### config.mk
export PLATFORM = sky130hd
export DESIGN_NAME = inst_encoder_loader
export DESIGN_NICKNAME = d
export VERILOG_FILES = /design/src/rtl/inst_encoder_loader.sv
export SDC_FILE = /design/constraint.sdc
export NUM_CORES = 1
export LEC_CHECK = 0
export BUFFER_PORTS_ARGS = -buffer_cell sky130_fd_sc_hd__clkbuf_2
export CORE_ASPECT_RATIO = 1.1
export CORE_MARGIN = 4
export CORE_UTILIZATION = 54
export CTS_CLUSTER_SIZE = 40
export DETAILED_ROUTE_END_ITERATION = 8
export PLACE_DENSITY_LB_ADDON = 0.05
export SLEW_MARGIN = 15
export SYNTH_ARGS = -nofsm -noshare
export SYNTH_HDL_FRONTEND = slang
export SYNTH_SLANG_ARGS = --single-unit
### constraint.sdc
create_clock -name clk -period 2.4 [get_ports clk]
set_input_delay 0.24 -clock clk [delete_from_list [all_inputs] [get_ports clk]]
set_output_delay 0.24 -clock clk [all_outputs]
set_load 0.005 [all_outputs]
### src/rtl/inst_encoder_loader.sv
// inst_encoder_loader: takes instruction field bundles from a valid/ready
// stream, checks that each one is legal, packs it into the 32-bit decode
// format and writes it to instruction memory starting at a base address.
// Ports:
//   clk, rst_n                 clock, asynchronous active-low reset
//   start, base_addr, count    job launch (sampled only in IDLE)
//   in_valid/in_ready, in_*    field bundle stream
//   imem_we/addr/wdata/gnt     memory write port, held until granted
//   busy, done, err, err_idx, written   job status
module inst_encoder_loader #(
  parameter int unsigned XLEN = 32,
  parameter int unsigned AW   = 10
) (
  input  logic            clk,
  input  logic            rst_n,
  input  logic            start,
  input  logic [AW-1:0]   base_addr,
  input  logic [AW:0]     count,
  input  logic            in_valid,
  output logic            in_ready,
  input  logic [5:0]      in_opc,
  input  logic [4:0]      in_ra,
  input  logic [4:0]      in_rb,
  input  logic [4:0]      in_rd,
  input  logic [10:0]     in_imd,
  output logic            imem_we,
  output logic [AW-1:0]   imem_addr,
  output logic [XLEN-1:0] imem_wdata,
  input  logic            imem_gnt,
  output logic            busy,
  output logic            done,
  output logic            err,
  output logic [AW:0]     err_idx,
  output logic [AW:0]     written
);

  localparam int unsigned CW = AW + 1;

  typedef enum logic [1:0] {
    S_IDLE  = 2'd0,
    S_LOAD  = 2'd1,
    S_DRAIN = 2'd2,
    S_DONE  = 2'd3
  } state_t;

  state_t          state;
  state_t          state_nx;
  logic [AW-1:0]   base_q;
  logic [CW-1:0]   cnt_q;
  logic [CW-1:0]   acc_cnt;
  logic [AW-1:0]   wr_ptr;

  logic            start_job;
  logic            accept;
  logic            legal;
  logic            load_word;
  logic            retire;
  logic            last_accept;
  logic            reg_free;

  // Opcode legality; the control opcode additionally restricts its condition field.
  function automatic logic is_legal(input logic [5:0] opc, input logic [4:0] rd);
    if (opc == 6'h0D) begin
      return (rd <= 5'd3);
    end
    return (opc <= 6'h0E) || (opc == 6'h2B) || (opc == 6'h2C);
  endfunction

  // Handshake qualifiers: one output register, refillable in the cycle it retires.
  always_comb begin
    retire      = imem_we && imem_gnt;
    reg_free    = !imem_we || imem_gnt;
    in_ready    = (state == S_LOAD) && reg_free;
    accept      = in_valid && in_ready;
    legal       = is_legal(in_opc, in_rd);
    load_word   = accept && legal;
    last_accept = accept && ((acc_cnt + CW'(1)) == cnt_q);
    start_job   = (state == S_IDLE) && start;
  end

  // State register.
  always_ff @(posedge clk or negedge rst_n) begin
    if (!rst_n) begin
      state <= S_IDLE;
    end else begin
      state <= state_nx;
    end
  end

  // Next-state logic.
  always_comb begin
    state_nx = state;
    case (state)
      S_IDLE: begin
        if (start) begin
          state_nx = (count == '0) ? S_DONE : S_LOAD;
        end
      end
      S_LOAD: begin
        if (last_accept) begin
          state_nx = S_DRAIN;
        end
      end
      S_DRAIN: begin
        if (reg_free) begin
          state_nx = S_DONE;
        end
      end
      S_DONE: begin
        state_nx = S_IDLE;
      end
      default: begin
        state_nx = S_IDLE;
      end
    endcase
  end

  // Registered status flags derived from the upcoming state.
  always_ff @(posedge clk or negedge rst_n) begin
    if (!rst_n) begin
      busy <= 1'b0;
      done <= 1'b0;
    end else begin
      busy <= (state_nx == S_LOAD) || (state_nx == S_DRAIN);
      done <= (state_nx == S_DONE);
    end
  end

  // Job bookkeeping: latched parameters, accept counter, write pointer.
  always_ff @(posedge clk or negedge rst_n) begin
    if (!rst_n) begin
      base_q  <= '0;
      cnt_q   <= '0;
      acc_cnt <= '0;
      wr_ptr  <= '0;
    end else if (start_job) begin
      base_q  <= base_addr;
      cnt_q   <= count;
      acc_cnt <= '0;
      wr_ptr  <= '0;
    end else begin
      if (accept) begin
        acc_cnt <= acc_cnt + CW'(1);
      end
      if (load_word) begin
        wr_ptr <= wr_ptr + AW'(1);
      end
    end
  end

  // Output write register; address wraps naturally at 2^AW.
  always_ff @(posedge clk or negedge rst_n) begin
    if (!rst_n) begin
      imem_we    <= 1'b0;
      imem_addr  <= '0;
      imem_wdata <= '0;
    end else if (load_word) begin
      imem_we    <= 1'b1;
      imem_addr  <= base_q + wr_ptr;
      imem_wdata <= XLEN'({in_opc, in_ra, in_rb, in_rd, in_imd});
    end else if (retire) begin
      imem_we    <= 1'b0;
    end
  end

  // Job status: commit counter and first-illegal capture; held until next start.
  always_ff @(posedge clk or negedge rst_n) begin
    if (!rst_n) begin
      written <= '0;
      err     <= 1'b0;
      err_idx <= '0;
    end else if (start_job) begin
      written <= '0;
      err     <= 1'b0;
      err_idx <= '0;
    end else begin
      if (retire) begin
        written <= written + CW'(1);
      end
      if (accept && !legal) begin
        err <= 1'b1;
        if (!err) begin
          err_idx <= acc_cnt;
        end
      end
    end
  end

endmodule
==> impl_results.md <==
- Worst Hold Class: in -> reg
- Register area share after synthesis: a little over half
- Cell count of the worst reg-to-reg path: 8
- Fin worst setup slack: 0.102 ns
- Critical Setup Path Class: reg -> reg
- Worst setup SP type: flop
- Pre-CTS setup slack: around 0.0046 ns
- Setup Skew: 0.00661 ns
- Critical Path, Cell by Cell: ha_4 > and4_4 > nand4_1 > xnor2_1 > nor4_2 > o2111ai_2 > a21bo_1 > ha_1
- Measured slew at the worst slew-check pin: around 0.4 ns
- Total power: 5890 uW
- TritonCTS Buffers: 9
- CTS clk-pin slew, worst paths: 0.10 ns
- Cell Area, Synth: around 5200 sq um
- First-iteration detailed-routing DRC count: 207
- Clock Tree Buf Depth: 2
- Clk sinks: between 100 and 150
- Initial antenna violation count: 0
- Initial Utilization: roughly 56%
- Wire per inst: between 10 and 15 um
- Post-route minimum period: between 2 and 2.5 ns
- CP arrival: 2.55 ns
- Fraction of layout cells with a size suffix above 1: about a quarter
- First-pass GRT wire length: about 21 mm
- Inserted Diodes: 0
- EDFF count, synth: 0
- Total global-route track usage: ~23%
- Post-route DRC: 0
- Avg Inst Size Synth: between 9 and 10 sq um
- Hold Path Cell Cnt: 3
- Peak Freq: about 440 MHz
- Port Buffer Count: 126
- P&R area growth vs syn: 19.8%
- Async SR Flop Fraction: 100%
- Ys Warns: 0
- Tcrit/Tclk final: around 96%
- Final setup fails: 0
- Post-synth top flop: dfrtp_1
- CTS tree: built
- Slew margin rel.: between 70% and 80%
- #FFs+latches synth: between 100 and 150
- Clk Latency, worst-skew pair: between 0.3 and 0.4 ns
- Vias in the first global route: roughly 4300
- Initial DRT Pass Iterations: 4
- Max Cap Viol: 0
- Pwr dens: between 900 and 1000 nW/um^2
- Critical path's slowest cell: dfrtp_1
- Via Count: about 4300
- Grt total ovfl: 0
- Maximum vdd drop: 0.620 mV
- Fin. max-slew vios: 0
- Antenna-violating nets left: 0
- CTS H-tree depth: 3
- CTS Root Cell: clkbuf_8
- Die Height: between 100 and 150 um
- Row count: 37
- CP Max Fanout: 5
- CP peak stage delay: about 0.42 ns
- Worst EP required: between 2 and 3 ns
- Outcome: finished clean
- I/O pins: around 130
- Die W: ~100 um
- Static leakage: about 0.0033 uW
- Hold_ws: 0.0584 ns
- Final hold vios: 0
- Syn Inst Count: slightly below 600
- Via/cell ratio: slightly above 5
- Full die area: roughly 11000 sq um
- FF-to-FF setup slack: 0.10 ns
- Syn nets: around 650
- Nets: 789
- WL final: approximately 12 mm
- Crit end category: flop
- GPL Wtd Cong: around 0.90
- Core area: ~9400 sq um
- Netlist cell types: between 40 and 50
- Largest net degree at the start of global routing: 62
- HPWL after DPL: a little under 9 mm
-- cell usage in the layout, fill, tap and decap left out, types with 3 or more instances in the layout --
master    synthesis  routed
clkbuf_1         15       4
xor2_1           22      22
nor2_1           26      26
clkbuf_2          0     125
and3_1            4       4
nand3_1          20      20
buf_4             0      23
clkbuf_8          0       9
xnor2_1          19      19
inv_1             8       8
dfrtp_1         112     111
nand2_1         222     222
ha_1             13      12
nand4_1           7       7
a21oi_1          10      10
o31ai_1           6       6
o21ai_1           8       8
nor3_2            4       4
nor3_1            4       4
and2_1            4       4
or3_1             3       3
o21ai_0          34      34
-- what timing repair did --
| item | in CTS | in global routing |
|---|---|---|
| setup endpoints to repair | 1 | 2 |
| gates resized for setup | 0 | 6 |
| pin swaps | 1 | 7 |
| setup buffers | 0 | 3 |
| hold buffers | 1 | 0 |
| hold endpoints to repair | 28 | 0 |
-- worst paths after layout --
path / start / endpoint
worst max-delay path: acc_cnt[1] / busy
worst min-delay path: in_rb[4] / imem_wdata[20]
worst max register to register: acc_cnt[1] / busy
worst min register to register: imem_wdata[10] / imem_wdata[10]
max in group asynchronous: rst_n / imem_wdata[29]
min in group asynchronous: rst_n / imem_addr[2]
-- cells in the mapped netlist, types with 3 or more instances --
| cell | n | area (sq um) |
|---|---|---|
| inv_1 | 8 | 30.0 |
| o21ai_1 | 8 | 40.0 |
| a21oi_1 | 10 | 50.1 |
| nor3_1 | 4 | 20.0 |
| or3_1 | 3 | 18.8 |
| and2_1 | 4 | 25.0 |
| xnor2_1 | 19 | 166 |
| nor2_1 | 26 | 97.6 |
| nand4_1 | 7 | 43.8 |
| o31ai_1 | 6 | 45.0 |
| o21ai_0 | 34 | 170 |
| and3_1 | 4 | 25.0 |
| dfrtp_1 | 112 | 2800 |
| nor4_1 | 3 | 18.8 |
| ha_1 | 13 | 163 |
| buf_2 | 7 | 35.0 |
| nand3_1 | 20 | 100 |
| xor2_1 | 22 | 193 |
| clkbuf_1 | 15 | 56.3 |
| nor3_2 | 4 | 40.0 |
| nand2_1 | 222 | 833 |
-- where the power goes --
part	total [uW]	switching, uW	leakage (uW)	internal, uW
Clock	975	596	0.0000814	380
Sequential	2870	416	0.00145	2460
Combinational	2040	1110	0.00174	938
Total	5890	2120	0.00326	3780
-- flip-flops by register name (all words and copies together) (netlist names) --
register    flops
acc_cnt        11
base_q         10
busy            1
cnt_q          11
done            1
err             1
err_idx        11
imem_addr      10
imem_wdata     32
imem_we         1
state           2
wr_ptr         10
written        11
-- per-stage QoR --
step                std cells  util [%]  instance area, sq um  setup TNS (ns)
floorplan                 582         -                  5250               0
global placement          819      64.3                  6070               0
detailed placement        819      64.3                  6070               0
CTS                       836      66.0                  6240               0
global route              839      66.6                  6290         -0.0406
finish                    839      66.6                  6290               0
-- cell families (layout without fill, tap and decap cells) --
family,Yosys count,count (layout),share of synthesized area (%)
adders and majority gates,14,14,3.48
and+or+nand+nor,309,309,25.1
muxes,2,2,0.382
buffers and inverters,34,174,2.88
xor gates and xnor gates,41,41,6.84
DFF,112,112,53.4
AOI/OAI and AO/OA,70,70,7.92
-- worst max-delay path, delay by kind of cell, from the launching register on --
kind / cells / cell delay [ns]
AO/OA/AOI/OAI: 2 / 0.42
XOR/XNOR: 1 / 0.18
adder cells (fa/ha/maj): 2 / 0.45
flip-flops: 1 / 0.42
AND/OR/NAND/NOR: 3 / 0.71
-- layer usage --
metal	GRT usage, %	up-vias	routed length [um]
met5	0	-	0
met4	6.39	0	152
met3	4.45	14	632
met2	37.4	113	6080
met1	30.0	2026	5080
li1	-	2167	-
-- cell type report --
| cell class | count | area [sq um] |
|---|---|---|
| multi-input combinational | 436 | 2320 |
| tap | 117 | 146 |
| inverter | 8 | 30.0 |
| timing repair buffer | 150 | 828 |
| clock buffer | 13 | 139 |
| sequential | 112 | 2800 |
| fill | 811 | 3160 |
| clock inverter | 3 | 18.8 |
(Power assumes the default switching activity.)
